$ cat config.mk
export PLATFORM = sky130hd
export DESIGN_NAME = load_store_unit_flat
export DESIGN_NICKNAME = d
export VERILOG_FILES = /design/src/rtl/lsu_pkg.sv /design/src/rtl/load_store_unit_if.sv /design/src/rtl/lsu_lane_align.sv /design/src/rtl/load_store_unit.sv /design/src/flat_wrapper.sv
export SDC_FILE = /design/constraint.sdc
export NUM_CORES = 1
export LEC_CHECK = 0
export CAP_MARGIN = 20
export CORE_MARGIN = 2
export CORE_UTILIZATION = 52
export DETAILED_ROUTE_END_ITERATION = 16
export PLACE_DENSITY = 0.88
export SYNTH_ARGS = -nofsm -noshare
export SYNTH_HDL_FRONTEND = slang
export SYNTH_HIERARCHICAL = 1
export SYNTH_SLANG_ARGS = --single-unit
$ cat constraint.sdc
create_clock -name clk -period 4.1 [get_ports clk]
set_input_delay 0.82 -clock clk [delete_from_list [all_inputs] [get_ports clk]]
set_output_delay 0.82 -clock clk [all_outputs]
set_load 0.03 [all_outputs]
$ cat src/rtl/lsu_pkg.sv
// Shared constants and types for the load/store unit: funct3 encodings,
// response error codes, FSM states and the request-side error classifier.
package lsu_pkg;

  localparam logic [2:0] F3_B  = 3'b000;
  localparam logic [2:0] F3_H  = 3'b001;
  localparam logic [2:0] F3_W  = 3'b010;
  localparam logic [2:0] F3_BU = 3'b100;
  localparam logic [2:0] F3_HU = 3'b101;

  typedef enum logic [1:0] {
    ERR_OK       = 2'b00,
    ERR_MISALIGN = 2'b01,
    ERR_RANGE    = 2'b10,
    ERR_ILLEGAL  = 2'b11
  } lsu_err_e;

  typedef enum logic [2:0] {
    S_IDLE,
    S_LOAD,
    S_ST_READ,
    S_ST_WRITE,
    S_RESP
  } lsu_state_e;

  // Illegal beats misaligned; the range check is layered on by the caller.
  function automatic lsu_err_e classify(input logic is_load, input logic [2:0] f3,
                                        input logic [1:0] lane);
    logic illegal;
    logic half;
    if (is_load) illegal = (f3 == 3'b011) || (f3 == 3'b110) || (f3 == 3'b111);
    else         illegal = !((f3 == F3_B) || (f3 == F3_H) || (f3 == F3_W));
    half = (f3 == F3_H) || (f3 == F3_HU);
    if (illegal)                         return ERR_ILLEGAL;
    else if (half && lane[0])            return ERR_MISALIGN;
    else if (f3 == F3_W && lane != 2'b00) return ERR_MISALIGN;
    else                                 return ERR_OK;
  endfunction

endpackage

$ cat src/rtl/load_store_unit_if.sv
// Request/response handshake between the EX stage and the load/store unit.
interface load_store_unit_if;
  logic        req_valid;
  logic        req_ready;
  logic        req_load;
  logic [2:0]  req_funct3;
  logic [31:0] req_addr;
  logic [31:0] req_wdata;
  logic        rsp_valid;
  logic        rsp_ready;
  logic [31:0] rsp_rdata;
  logic [1:0]  rsp_err;

  modport master (
    output req_valid, req_load, req_funct3, req_addr, req_wdata, rsp_ready,
    input  req_ready, rsp_valid, rsp_rdata, rsp_err
  );

  modport slave (
    input  req_valid, req_load, req_funct3, req_addr, req_wdata, rsp_ready,
    output req_ready, rsp_valid, rsp_rdata, rsp_err
  );
endinterface

$ cat src/rtl/lsu_lane_align.sv
// Byte/half lane handling: extract+extend a memory word for loads, and merge
// store data into a memory word for sub-word read-modify-write.
module lsu_lane_align
  import lsu_pkg::*;
(
  input  logic [2:0]  funct3,
  input  logic [1:0]  lane,
  input  logic [31:0] word,
  input  logic [31:0] wdata,
  output logic [31:0] load_data,
  output logic [31:0] merge_word
);

  logic [7:0]  byte_v;
  logic [15:0] half_v;

  always_comb begin
    byte_v = word[{lane, 3'b000} +: 8];
    half_v = lane[1] ? word[31:16] : word[15:0];
    unique case (funct3)
      F3_B:    load_data = {{24{byte_v[7]}}, byte_v};
      F3_BU:   load_data = {24'h0, byte_v};
      F3_H:    load_data = {{16{half_v[15]}}, half_v};
      F3_HU:   load_data = {16'h0, half_v};
      default: load_data = word;
    endcase
  end

  always_comb begin
    merge_word = word;
    if (funct3 == F3_B) begin
      merge_word[{lane, 3'b000} +: 8] = wdata[7:0];
    end else if (funct3 == F3_H) begin
      if (lane[1]) merge_word[31:16] = wdata[15:0];
      else         merge_word[15:0]  = wdata[15:0];
    end
  end

endmodule

$ cat src/rtl/load_store_unit.sv
// RV32I load/store unit in front of a word-only data memory: checks requests,
// extracts/extends load lanes, and performs read-modify-write for SB/SH.
module load_store_unit
  import lsu_pkg::*;
#(
  parameter int unsigned MEM_WORDS   = 64,
  parameter int unsigned CHECK_RANGE = 1
) (
  input  logic                clk,
  input  logic                reset,
  load_store_unit_if.slave    bus,
  output logic                mem_read,
  output logic                mem_write,
  output logic [31:0]         mem_addr,
  output logic [31:0]         mem_wdata,
  input  logic [31:0]         mem_rdata
);

  localparam logic [32:0] ADDR_LIMIT = 33'(MEM_WORDS) << 2;

  lsu_state_e  state_q, state_d;
  logic [2:0]  funct3_q;
  logic [31:0] addr_q;
  logic [31:0] wdata_q;
  logic [31:0] merge_q;
  logic [31:0] rdata_q;
  lsu_err_e    err_q;
  lsu_err_e    err_d;
  logic        accept;
  logic [31:0] load_data;
  logic [31:0] merge_word;

  always_comb begin
    err_d = classify(bus.req_load, bus.req_funct3, bus.req_addr[1:0]);
    if (err_d == ERR_OK && CHECK_RANGE != 0 && {1'b0, bus.req_addr} >= ADDR_LIMIT)
      err_d = ERR_RANGE;
  end

  always_comb begin
    state_d = state_q;
    accept  = 1'b0;
    unique case (state_q)
      S_IDLE: begin
        if (bus.req_valid) begin
          accept = 1'b1;
          if (err_d != ERR_OK)             state_d = S_RESP;
          else if (bus.req_load)           state_d = S_LOAD;
          else if (bus.req_funct3 == F3_W) state_d = S_ST_WRITE;
          else                             state_d = S_ST_READ;
        end
      end
      S_LOAD:     state_d = S_RESP;
      S_ST_READ:  state_d = S_ST_WRITE;
      S_ST_WRITE: state_d = S_RESP;
      S_RESP:     if (bus.rsp_ready) state_d = S_IDLE;
      default:    state_d = S_IDLE;
    endcase
  end

  // merge_q is preloaded with the store data so SW can skip the read phase.
  always_ff @(posedge clk) begin
    if (reset) begin
      state_q  <= S_IDLE;
      funct3_q <= '0;
      addr_q   <= '0;
      wdata_q  <= '0;
      merge_q  <= '0;
      rdata_q  <= '0;
      err_q    <= ERR_OK;
    end else begin
      state_q <= state_d;
      if (accept) begin
        funct3_q <= bus.req_funct3;
        addr_q   <= bus.req_addr;
        wdata_q  <= bus.req_wdata;
        merge_q  <= bus.req_wdata;
        rdata_q  <= '0;
        err_q    <= err_d;
      end
      if (state_q == S_LOAD)    rdata_q <= load_data;
      if (state_q == S_ST_READ) merge_q <= merge_word;
    end
  end

  lsu_lane_align u_align (
    .funct3     (funct3_q),
    .lane       (addr_q[1:0]),
    .word       (mem_rdata),
    .wdata      (wdata_q),
    .load_data  (load_data),
    .merge_word (merge_word)
  );

  always_comb begin
    mem_read      = (state_q == S_LOAD) || (state_q == S_ST_READ);
    mem_write     = (state_q == S_ST_WRITE);
    mem_addr      = (mem_read || mem_write) ? addr_q : '0;
    mem_wdata     = mem_write ? merge_q : '0;
    bus.req_ready = (state_q == S_IDLE);
    bus.rsp_valid = (state_q == S_RESP);
    bus.rsp_rdata = rdata_q;
    bus.rsp_err   = err_q;
  end

endmodule

$ cat src/flat_wrapper.sv
// flat-port wrapper written by rule: the top's interface ports become plain ports
module load_store_unit_flat import lsu_pkg::*;
#(
  parameter int unsigned MEM_WORDS   = 64,
  parameter int unsigned CHECK_RANGE = 1
)
  (clk, reset, mem_read, mem_write, mem_addr, mem_wdata, mem_rdata, bus_req_valid, bus_req_load, bus_req_funct3, bus_req_addr, bus_req_wdata, bus_rsp_ready, bus_req_ready, bus_rsp_valid, bus_rsp_rdata, bus_rsp_err);
  load_store_unit_if bus_i ();
  input  logic clk;
  input  logic reset;
  output logic mem_read;
  output logic mem_write;
  output logic [31:0] mem_addr;
  output logic [31:0] mem_wdata;
  input  logic [31:0] mem_rdata;
  input wire logic [$bits(bus_i.req_valid)-1:0] bus_req_valid;
  input wire logic [$bits(bus_i.req_load)-1:0] bus_req_load;
  input wire logic [$bits(bus_i.req_funct3)-1:0] bus_req_funct3;
  input wire logic [$bits(bus_i.req_addr)-1:0] bus_req_addr;
  input wire logic [$bits(bus_i.req_wdata)-1:0] bus_req_wdata;
  input wire logic [$bits(bus_i.rsp_ready)-1:0] bus_rsp_ready;
  output wire logic [$bits(bus_i.req_ready)-1:0] bus_req_ready;
  output wire logic [$bits(bus_i.rsp_valid)-1:0] bus_rsp_valid;
  output wire logic [$bits(bus_i.rsp_rdata)-1:0] bus_rsp_rdata;
  output wire logic [$bits(bus_i.rsp_err)-1:0] bus_rsp_err;
  assign bus_i.req_valid = bus_req_valid;
  assign bus_i.req_load = bus_req_load;
  assign bus_i.req_funct3 = bus_req_funct3;
  assign bus_i.req_addr = bus_req_addr;
  assign bus_i.req_wdata = bus_req_wdata;
  assign bus_i.rsp_ready = bus_rsp_ready;
  assign bus_req_ready = bus_i.req_ready;
  assign bus_rsp_valid = bus_i.rsp_valid;
  assign bus_rsp_rdata = bus_i.rsp_rdata;
  assign bus_rsp_err = bus_i.rsp_err;
  load_store_unit #(.MEM_WORDS(MEM_WORDS), .CHECK_RANGE(CHECK_RANGE)) u_core (.clk(clk), .reset(reset), .bus(bus_i), .mem_read(mem_read), .mem_write(mem_write), .mem_addr(mem_addr), .mem_wdata(mem_wdata), .mem_rdata(mem_rdata));
endmodule
### Yosys cells after proc, flatten, opt, wreduce, memory -nomap -nowiden

Index checks and enable logic that the tools add are counted.

* bits in registers: 120
* input bits: 104
* output and inout bits: 102
* logic and storage cells: 74

* add/subtract/negate cells: 1
* magnitude comparators: 1
* equality and inequality tests: 15
* shift-type cells: 3
* multiplexer cells: 26
* reduce and logical (&&, ||, !) cells: 21

Operators by type and width (number)
* $mux 32: 8
* $pmux 32 s4: 1
* $mux 16: 3
* $bwmux 32: 1
* $ge 32x9->1 const B: 1
* $shift 8x7->32 const A: 1
* $shiftx 32x6->8: 1
* $shiftx 8x7->32: 1
* $eq 3x3->1 const B: 6
* $eq 3x2->1 const B: 4
* $mux 3: 4
* $pmux 3 s4: 1
* $eq 3x1->1 const B: 3
* $logic_not 3->1: 3
* $reduce_bool 2->1: 4
* $logic_or 1x1->1: 7
* $neg 5->7: 1
* $mux 2: 3
* $mux 1: 5
* $ne 2x2->1 const B: 2
* $logic_and 1x1->1: 3
* $logic_not 2->1: 1
* $reduce_and 2->1: 1
* $reduce_or 2->1: 1
* $logic_not 1->1: 1

### Logic depth before layout (Yosys ltp)

Gate-level depths: netlist of run 1.

* depth after elaboration: 13
* depth in mapped cells: 10
* depth with buffers taken out: 7

### Hierarchy

Netlist of run 1, hierarchy kept.

Modules (own cells, without submodules)
* load_store_unit: times used 1, cells an instance 696, area an instance 5703.0 µm², sequential area each 2722.6 µm²
* lsu_lane_align: times used 1, cells an instance 235, area an instance 1619.1 µm², sequential area each 0.0 µm²

### Worst setup path after synthesis of run 1

Ideal clock, no wire load.

* path kind: flip-flop to flip-flop
* start point: register u_core.addr_q[1]
* end point: register u_core.merge_q[16]
* library setup time: 0.146 ns
* data arrival time: 2.243 ns
* required time: 3.954 ns
* slack: 1.710 ns
* cell stages (with the launch flop): 10
* buffers on the path: 2
* clock period less this slack: 2.390 ns
* path through: dfxtp_1 > buf_2 > clkinv_1 > buf_2 > ha_1 > and3b_1 > a32o_1 > a22o_1 > nand2_1 > a31oi_2

* word-level cells in the longest chain between the ends: 5
* elaborated cells between the ends (all ways): 8
* those cells by class: add/sub: 1; shift: 2; mux: 5

RTL lines
* start, declared: line load_store_unit.sv:23 `logic [31:0] addr_q;`
* start signal, assigned: line load_store_unit.sv:74 `addr_q <= bus.req_addr;`
* $neg 5->7: line lsu_lane_align.sv:32 `merge_word[{lane, 3'b000} +: 8] = wdata[7:0];`
* $shiftx 8x7->32 / $shift 8x7->32 (equally long branches): line lsu_lane_align.sv:32
* $bwmux 32: line lsu_lane_align.sv:32
* $mux 32 *: line lsu_lane_align.sv:31 `if (funct3 == F3_B) begin`
* named net u_core.merge_word[16]: line load_store_unit.sv:31 `logic [31:0] merge_word;`
* $mux 32 *: line load_store_unit.sv:81 `if (state_q == S_ST_READ) merge_q <= merge_word;`
* end signal, assigned: line load_store_unit.sv:76 `merge_q <= bus.req_wdata;`
* end signal, assigned: line load_store_unit.sv:81
* end, declared: line load_store_unit.sv:25 `logic [31:0] merge_q;`

The timed path passes the listed nets; every way through them passes the cells marked *.
A chain may end at the register's enable or synchronous reset.

### Worst setup path after layout of run 1

* start point: register u_core.state_q[0]
* end point: output port mem_addr[15]

* word-level cells in the longest chain between the ends: 4
* elaborated cells between the ends (all ways): 6
* those cells by class: eq/ne: 3; mux: 1; reduce/logical: 2

RTL lines
* start, declared: line load_store_unit.sv:21 `lsu_state_e state_q, state_d;`
* start signal, assigned: line load_store_unit.sv:71 `state_q <= state_d;`
* $eq 3x1->1 / $eq 3x2->1 (equally long branches): line load_store_unit.sv:95 `mem_read = (state_q == S_LOAD) || (state_q == S_ST_READ);`
* $logic_or 1x1->1: line load_store_unit.sv:95
* $logic_or 1x1->1 *: line load_store_unit.sv:97 `mem_addr = (mem_read || mem_write) ? addr_q : '0;`
* $mux 32 *: line load_store_unit.sv:97
* end, declared: line flat_wrapper.sv:13 `output logic [31:0] mem_addr;`

Mark *: on every way between the ends. The rest lies on a longest branch, timed or not.

==> metrics.yaml, run 1 <==
pwr:
  peakVddDrop_uv: 366
  power_frac_clock_pct: 44.4
  pwr-share-seq_pct: 38.6
  p_sw_w: 0.000869
  comb_power_share_pct: 17.0
  p_leak_nw: 3.40
  p_total_w: 0.00327
  power.share.switching_pct: 26.6
  p_int_w: 0.00240
  pwr_density_cell_nw_per_um2: 348
logic_synthesis:
  yosys_warnings: 6
  synth.net_count: 991
  synth_area_um2: 6860
  synth_cells: 882
  avgSynthCellArea_um2: 7.78
layout:
  stdcell_count: 1222
  layout.nets: 1147
  final_core_util_pct: 73.5
  insertedDiodeCount: 0
  n_fill_cell: 932
  drive_above_1_share_pct: 11.6
  syn_to_final_growth_pct: 36.8
  final_common_cell: "nand2_1"
  final_cell_mix: "232 x nand2_1, 204 x clkdlybuf4s50_1, 120 x dfxtp_1, 82 x a21oi_1, 35 x and2_1"
worst_setup_path:
  cp.required_ps: 3280
  crit_type: "reg -> out"
  arrival_ps: 2310
  crit_fanout: 29
  reg2reg_depth: 7
  ff2ff_setup_slack_ps: 1520
  start_kind: "flop"
  r2r_start: "u_core/addr_q[0]"
  worst_setup_path_end_kind: "primary output"
  cp-startpoint: "u_core/state_q[0]"
  rr_endpoint: "u_core/merge_q[21]"
timing:
  drv_slew: 0
  tightest_slew_ps: 866
  rsz0062_at_grt: "false"
  finalClockSkew_ps: 5.87
  final_hold_viol_count: 0
  fin_tns_setup_ps: 0
  fin_ws_ps: 973
  max_freq_mhz: 320
  setup_viol: 0
  relSlewSlack_pct: 42.2
  fin_crit_ps: 3130
  fin_crit_sh_pct: 76.3
routing:
  wire_per_inst_um: 18.8
  drc: 0
  drt_iter0_drc: 963
  avgViaCountPerCell: 6.01
  vias: 7346
  dr.pass1.iters: 6
  final_antenna_net_count: 0
  drt_wl_total_um: 23000
clock_network:
  htreeDepth: 4
  worstSkewPairLatency_ps: 420
  cts_resized: 0
  clockBufferDepth: 2
  cts_made_buffers: 17
  post-cts-setup-buffers: 0
  cts_tree: "yes"
  root_buffer: "clkbuf_16"
  path_clk_slew_ps: 50
  hold_buffers: 0
  clock-sinks: 120
hold_path:
  hold_path_end: "u_core/addr_q[18]"
  hold_class: "reg -> reg"
  whs_path_depth: 2
  worstHoldStart: "u_core/addr_q[18]"
global_routing:
  grt_first_pass_wirelength_um: 35500
  grt_max_degree: 67
  overflow: 0
  grt_pass1_vias: 6744
  grt_usage_pct: 31.6
  antenna_found_initial: 0
floorplanning:
  die_width_um: 119
  die-height_um: 119
  dieArea_um2: 14100
  rows: 41
  initial_core_util_pct: 53.7
  io_pins: 206
  core_area_um2: 12800
placement:
  place_congestion: 1.02
  port_buffers: 205
  dpl.cell_count: 1190
  dp_worst_setup_slack_ps: 1110
  hpwlAfterDp_um: 15600
job:
  maxCapViolations: 0
run_status:
  status: "complete, no violations"
sequential cells by signal (all words and copies together) (netlist names):
signal	cells
u_core/merge_q	32
u_core/bus.rsp_rdata	32
u_core/addr_q	32
u_core/bus.rsp_err	2
u_core/funct3_q	3
u_core/state_q	3
u_core/wdata_q	16
routing by layer:
layer  GRT usage (%)  vias up  share of wire, %
li1                -     3430                 -
met1            41.2     3408                40
met2            47.5      424                45
met3            8.19       84               9.9
met4            17.9        0               4.7
met5               0        -                 0
power by group through the flow:
stage | clock network [W] | logic [W] | registers [W]
CTS | 0.00146 | 0.000543 | 0.00126
global placement | 0 | 0.000530 | 0.00128
global route | 0.00152 | 0.000593 | 0.00127
detailed placement | 0 | 0.000535 | 0.00128
finish | 0.00145 | 0.000554 | 0.00126
floorplan | 0 | 0.000354 | 0.00127
metrics by stage:
stage                     hold WS (ps)  cell area (um^2)
after CTS                          449              9360
after detailed placement           442              8780
after global routing               463              9380
after floorplan                    432              6860
final                              449              9380
after global placement             437              8780
cell type report:
cell class                      instances  area [um^2]  area share, %
Multi-Input combinational cell        675         4000           42.7
Sequential cell                       120         2400           25.6
Timing Repair Buffer                  218         2170           23.1
Clock buffer                           23          478           5.09
Tap cell                              172          215           2.29
Clock inverter                          8         96.3           1.03
Inverter                                6         22.5          0.240
how the worst max path moves through the flow:
stage                               endpoint  depth (start not counted)
finish                          mem_addr[15]                          5
global route                     mem_addr[9]                          5
CTS                              mem_addr[8]                          5
detailed placement  u_core/bus.rsp_rdata[16]                          6
global placement    u_core/bus.rsp_rdata[22]                          6
floorplan                 u_core/merge_q[16]                          9
worst max-delay path, stage by stage (launching register included):
cell and delay [ps]:
dfxtp_1 440, nor2_1 100, nor2_1 180, buf_4 300, and2_1 170, clkdlybuf4s50_1 690
Power figures use the tool's default switching activity.
==> inputs of run 2 (changes only) <==
CORE_UTILIZATION = 49   (was 52)
PLACE_DENSITY = 0.84   (was 0.88)
clock period = 2.9 ns   (was 4.1 ns; I/O delays follow)
==> run 2 against run 1 <==
  * Total power up 46%
  * Count of clock-buffer cells in the layout unchanged
  * Routed wire length down 0.62%
  * Sequential power up 41%
  * Via count up 0.37%
  * First-iteration DRC count down 5.3%
  * Global-route usage down 1.5 points
  * Critical endpoint is now mem_wdata[7]
  * Clock power up 52%
  * Die area up 5.9%
  * Sequential share of layout area down 0.18 points
  * Design area up 0.77%
  * Largest power group unchanged
==> metrics.yaml, run 2 (synthesis gave the netlist of run 1 again) <==
layout:
  multi_input_area_um2: 4000  # unchanged
  layout.nets: 1155  # +0.70%
  n_fill_cell: 1162  # +25%
  insertedDiodeCount: 0  # unchanged
  syn_to_final_growth_pct: 37.9
  final_core_util_pct: 68.7  # -4.8 points
  drive_above_1_share_pct: 15.4  # +3.8 points
  stdcell_count: 1238  # +1.3%
  stdcell_area_um2: 9460  # +0.77%
  regArea_um2: 2400  # about the same
  final_common_cell: "nand2_1"
  final_cell_mix: "232 x nand2_1, 165 x clkdlybuf4s50_1, 119 x dfxtp_1, 82 x a21oi_1, 51 x buf_4"
timing:
  setup_viol: 0  # unchanged
  tightest_slew_ps: 756  # -110 ps
  rsz0062_at_grt: "false"
  fin_crit_sh_pct: 97.6
  finalClockSkew_ps: 5.53  # -0.341 ps
  drv_slew: 0  # unchanged
  relSlewSlack_pct: 49.5  # +7.4 points
  fin_ws_ps: 69.6  # -904 ps
  max_freq_mhz: 353
  fin_tns_setup_ps: 0  # unchanged
  fin_crit_ps: 2830
  final_hold_viol_count: 0  # unchanged
global_routing:
  grt_first_pass_wirelength_um: 35500  # +0.12%
  grt_usage_pct: 30.1  # -1.5 points
  grt_max_degree: 51  # -24%
  gr-usage-met2_pct: 49.3  # +1.8 points
  grtUsageMet3_pct: 8.04  # -0.15 points
  grt_pass1_vias: 7021  # +4.1%
  grt.busiest_layer: "met2"
  overflow: 0  # unchanged
  met1_usage_pct: 37.8  # -3.4 points
  antenna_found_initial: 0  # unchanged
worst_setup_path:
  rr_endpoint: "u_core/merge_q[21]"
  crit_family: "simple AND/OR/NAND/NOR gates"
  reg2reg_depth: 8  # +1
  cp-startpoint: "u_core/state_q[2]"
  crit_fanout: 36  # +24%
  slowest_stage: "clkdlybuf4s50_1"
  worst_setup_path_end_kind: "primary output"
  cp_num_buf_inv: 1  # -1
  cp.required_ps: 2320  # -960 ps
  slowest_delay_ps: 670  # -20 ps
  r2r_start: "u_core/addr_q[1]"
  crit_type: "reg -> out"
  path_cells: "and2b_4 > and3_1 > clkdlybuf4s50_1"
  ff2ff_setup_slack_ps: 620  # -900 ps
  start_kind: "flop"
  arrival_ps: 2250  # -60 ps
routing:
  vias: 7373  # +0.37%
  wire_per_inst_um: 18.4  # -1.9%
  final_antenna_net_count: 0  # unchanged
  avgViaCountPerCell: 5.96  # -0.93%
  dr.pass1.iters: 9  # +3
  drt_iter0_drc: 912  # -5.3%
  drt_wl_total_um: 22800  # -0.62%
  drc: 0  # unchanged
hold_path:
  hold_class: "reg -> reg"
  worstHoldStart: "u_core/addr_q[11]"
  whs_path_depth: 2  # unchanged
  hold_path_end: "u_core/addr_q[11]"
placement:
  place_congestion: 1.00  # -2.0%
  port_buffers: 205  # unchanged
  dpl.cell_count: 1207  # +1.4%
  place_area_um2: 8830  # +0.51%
  hpwlAfterDp_um: 16000  # +2.5%
  dp_worst_setup_slack_ps: 447  # -662 ps
pwr:
  peakVddDrop_uv: 467  # +28%
  pwr_density_cell_nw_per_um2: 506  # +45%
  p_leak_nw: 3.64  # +7.0%
clock_network:
  post-cts-setup-buffers: 0  # unchanged
  root_buffer: "clkbuf_16"
  cts_tree: "yes"
  hold_buffers: 0  # unchanged
  cts_made_buffers: 17  # unchanged
  htreeDepth: 4  # unchanged
  worstSkewPairLatency_ps: 410  # about the same
  clock-sinks: 120  # unchanged
  path_clk_slew_ps: 50  # about the same
  clockBufferDepth: 2  # unchanged
floorplanning:
  io_pins: 206  # unchanged
  core_area_um2: 13800  # +7.8%
  die_width_um: 122  # +2.9%
  die-height_um: 122  # +2.9%
  dieArea_um2: 15000  # +5.9%
  initial_core_util_pct: 49.8  # -3.9 points
  rows: 43  # +4.9%
run_status:
  status: "complete, no violations"
job:
  maxCapViolations: 0  # unchanged
[run 2: cell types whose count changed in the layout (fill, tap and decap cells not counted), moves of 2 or more]
cell / previous run / this run
buf_12: 0 / 4
buf_4: 13 / 51
bufinv_16: 2 / 4
clkdlybuf4s50_1: 204 / 165
clkinv_2: 4 / 2
dlymetal6s2s_1: 0 / 6
[run 2: per-layer routing]
metal	routed length (um)	up-vias
met5	0	-
met4	687	0
met3	2250	64
met2	10700	405
met1	9230	3467
li1	-	3437
[run 2: timing repair]
| action | CTS | global route |
|---|---|---|
| hold endpoints to repair | 0 | 0 |
| resized for setup | 0 | 7 |
| endpoints found under the setup margin | 0 | 8 |
[run 2: layout make-up]
cell class	instances	area share, %
inverters	6	0.238
clock inverters	8	1.53
multi-input cells	675	42.3
clock buffers	23	4.95
repair buffers	226	23.2
flip-flops and latches	120	25.4
well taps	180	2.38
[run 2: worst max path at each step]
| stage | endpoint | slack [ps] | cells past startpoint |
|---|---|---|---|
| 6_report | mem_wdata[7] | 70 | 3 |
| 3_5_place_dp | u_core/bus.rsp_rdata[23] | 450 | 7 |
| 2_1_floorplan | u_core/merge_q[16] | 510 | 9 |
| 4_1_cts | mem_wdata[5] | 40 | 3 |
| 3_3_place_gp | u_core/bus.rsp_rdata[24] | 500 | 7 |
| 5_1_grt | mem_wdata[7] | 10 | 3 |
[run 2: stage by stage]
stage	total power (W)	hold WS, ps
final	0.00478	450
after global routing	0.00494	470
after CTS	0.00478	451
after detailed placement	0.00259	443
after global placement	0.00258	437
after floorplan	0.00230	432
[run 2: report_power, final]
part	leakage, nW	internal [W]	switching [W]
clock network	0.293	0.00147	0.000731
logic	2.37	0.000360	0.000436
registers	0.981	0.00172	0.0000606
[run 2: worst register-to-register path, stage by stage, from the launching register on]
cell	delay, ps
dfxtp_1	330
clkinv_1	80
buf_4	220
ha_1	270
nor3b_1	430
a221oi_1	180
a211oi_1	420
nand2_1	120
a31oi_2	180
==> inputs of run 3 (changes only) <==
CAP_MARGIN = 10   (was 20)
CTS_CLUSTER_SIZE = 25   (was unset)
REMOVE_ABC_BUFFERS = 1   (was unset)
==> run 3 against run 2 <==
  * Worst hold slack got worse by 3.5 ps
  * Total power increased by 3.1%
  * Global-route usage decreased by 0.11 points
  * Critical endpoint is now mem_wdata[2]
  * Largest power group unchanged
==> metrics.yaml, run 3 (synthesis gave the netlist of run 1 again) <==
run_status:
  status: "complete, no violations"
placement:
  port_buffers: 205  # unchanged
  place_congestion: 0.972  # -3.2%
  hpwlAfterDp_um: 15700  # -2.2%
  dp_worst_setup_slack_ps: 469  # +21.5 ps
global_routing:
  overflow: 0  # unchanged
  grt_usage_pct: 30.0  # -0.11 points
  grt.busiest_layer: "met2"
  grt_max_degree: 87  # +71%
  grtUsageMet3_pct: 6.37  # -1.7 points
  gr-usage-met2_pct: 49.8  # +0.45 points
  grt_first_pass_wirelength_um: 35400  # -0.29%
  antenna_found_initial: 0  # unchanged
  met1_usage_pct: 38.8  # +1.0 points
  grt_pass1_vias: 6849  # -2.4%
worst_setup_path:
  cp_num_buf_inv: 1  # unchanged
  arrival_ps: 2240  # about the same
  start_kind: "flop"
  ff2ff_setup_slack_ps: 570  # -50 ps
  crit_family: "simple AND/OR/NAND/NOR gates"
  rr_endpoint: "u_core/merge_q[31]"
  worst_setup_path_end_kind: "primary output"
  slowest_stage: "clkdlybuf4s50_1"
  crit_type: "reg -> out"
  cp.required_ps: 2320  # about the same
  r2r_start: "u_core/addr_q[1]"
  reg2reg_depth: 7  # -1
  crit_fanout: 36  # unchanged
  path_cells: "and2b_4 > and3_1 > clkdlybuf4s50_1"
  slowest_delay_ps: 670  # about the same
clock_network:
  htreeDepth: 4  # unchanged
  cts_tree: "yes"
  clock-sinks: 120  # unchanged
  cts_made_buffers: 17  # unchanged
  worstSkewPairLatency_ps: 420  # about the same
  clockBufferDepth: 2  # unchanged
  post-cts-setup-buffers: 0  # unchanged
  root_buffer: "clkbuf_16"
  path_clk_slew_ps: 60  # about the same
routing:
  wire_per_inst_um: 18.4  # -0.29%
  dr.pass1.iters: 5  # -4
  final_antenna_net_count: 0  # unchanged
  drt_iter0_drc: 686  # -25%
  vias: 7252  # -1.6%
  drc: 0  # unchanged
  avgViaCountPerCell: 5.86  # -1.6%
  drt_wl_total_um: 22800  # -0.29%
floorplanning:
  core_area_um2: 13800  # unchanged
  rows: 43  # unchanged
  die-height_um: 122  # unchanged
  die_width_um: 122  # unchanged
  initial_core_util_pct: 49.8  # unchanged
  io_pins: 206  # unchanged
  dieArea_um2: 15000  # unchanged
pwr:
  pwr_density_cell_nw_per_um2: 521  # +3.0%
  peakVddDrop_uv: 376  # -20%
  p_total_w: 0.00493  # +3.1%
  p_leak_nw: 3.57  # -2.1%
layout:
  final_common_cell: "nand2_1"
  final_cell_mix: "232 x nand2_1, 170 x clkdlybuf4s50_1, 120 x dfxtp_1, 82 x a21oi_1, 51 x buf_4"
  layout.nets: 1154  # -0.087%
  insertedDiodeCount: 0  # unchanged
  n_fill_cell: 1199  # +3.2%
  multi_input_area_um2: 4000  # unchanged
  regArea_um2: 2400  # about the same
  drive_above_1_share_pct: 15.6  # +0.19 points
  syn_to_final_growth_pct: 38.0  # about the same
timing:
  fin_crit_ps: 2820  # -10.4 ps
  relSlewSlack_pct: 51.4  # +1.9 points
  final_hold_viol_count: 0  # unchanged
  tightest_slew_ps: 728  # -27.9 ps
  rsz0062_at_grt: "false"
  fin_tns_setup_ps: 0  # unchanged
  finalClockSkew_ps: 8.77  # +3.24 ps
  fin_ws_ps: 80.0  # +10.4 ps
  max_freq_mhz: 355  # +0.37%
  setup_viol: 0  # unchanged
  drv_slew: 0  # unchanged
  fin_crit_sh_pct: 97.2  # -0.36 points
job:
  maxCapViolations: 0  # unchanged
hold_path:
  hold_class: "reg -> reg"
  hold_path_end: "u_core/addr_q[4]"
  whs_path_depth: 2  # unchanged
  worstHoldStart: "u_core/addr_q[4]"
==> run 3: cell types whose count changed in the layout (fill, tap and decap cells not counted), sizes merged <==
cell           before  now
buf                55   54
bufinv              4    5
clkbuf             23   20
clkinv              3    6
clkdlybuf4s50     165  170
dlymetal6s2s        6    1
==> run 3: how the worst max path moves through the flow <==
| stage | start | endpoint | slack (ps) | cells past startpoint |
|---|---|---|---|---|
| 2_1_floorplan | u_core/addr_q[1] | u_core/merge_q[16] | -140 | 7 |
| 3_3_place_gp | u_core/state_q[2] | mem_wdata[2] | 500 | 3 |
| 3_5_place_dp | mem_rdata[23] | u_core/bus.rsp_rdata[26] | 470 | 7 |
| 4_1_cts | u_core/state_q[2] | mem_wdata[17] | 30 | 3 |
| 5_1_grt | u_core/state_q[0] | mem_wdata[4] | 20 | 3 |
| 6_report | u_core/state_q[2] | mem_wdata[2] | 80 | 3 |
==> run 3: cell type report <==
cell class	count	share of cell area [%]
multi-input cells	675	42.3
flip-flops and latches	120	25.4
repair buffers	225	22.8
clock buffers	20	4.83
well taps	180	2.38
clock inverters	12	2.09
inverters	6	0.238
==> run 3: worst reg2reg max path: cells and delay by family, from the launching register on <==
kind            cells  cell delay, ps
fa+ha+maj           1             480
flops               1             330
compound gates      3             610
simple gates        2             540
buf+inv             1             300
==> run 3: what timing repair did <==
item                                    4_1_cts  5_1_grt
endpoints found under the setup margin        0        1
hold buffers                                  0        0
resized for setup                             0        1
==> run 3: layer usage <==
layer / part of all wire [%] / wire [um] / vias up
met1: 41 / 9400 / 3411
met3: 9.5 / 2160 / 39
li1: - / - / 3437
met2: 47 / 10800 / 365
met4: 1.9 / 443 / 0
met5: 0 / 0 / -
==> run 3: power by group <==
group | switching, W | internal, W
Clock | 0.000795 | 0.00157
Combinational | 0.000432 | 0.000359
Sequential | 0.0000559 | 0.00172
==> run 3: metrics by stage <==
stage / cells / utilization (%) / hold slack (ps) / cell area, um^2
final: 1238 / 68.7 / 447 / 9460
after global routing: 1238 / 68.7 / 464 / 9460
after CTS: 1238 / 68.7 / 450 / 9460
after detailed placement: 1206 / 63.9 / 442 / 8810
after global placement: 1206 / 63.9 / 438 / 8810
after floorplan: 801 / - / 426 / 6420
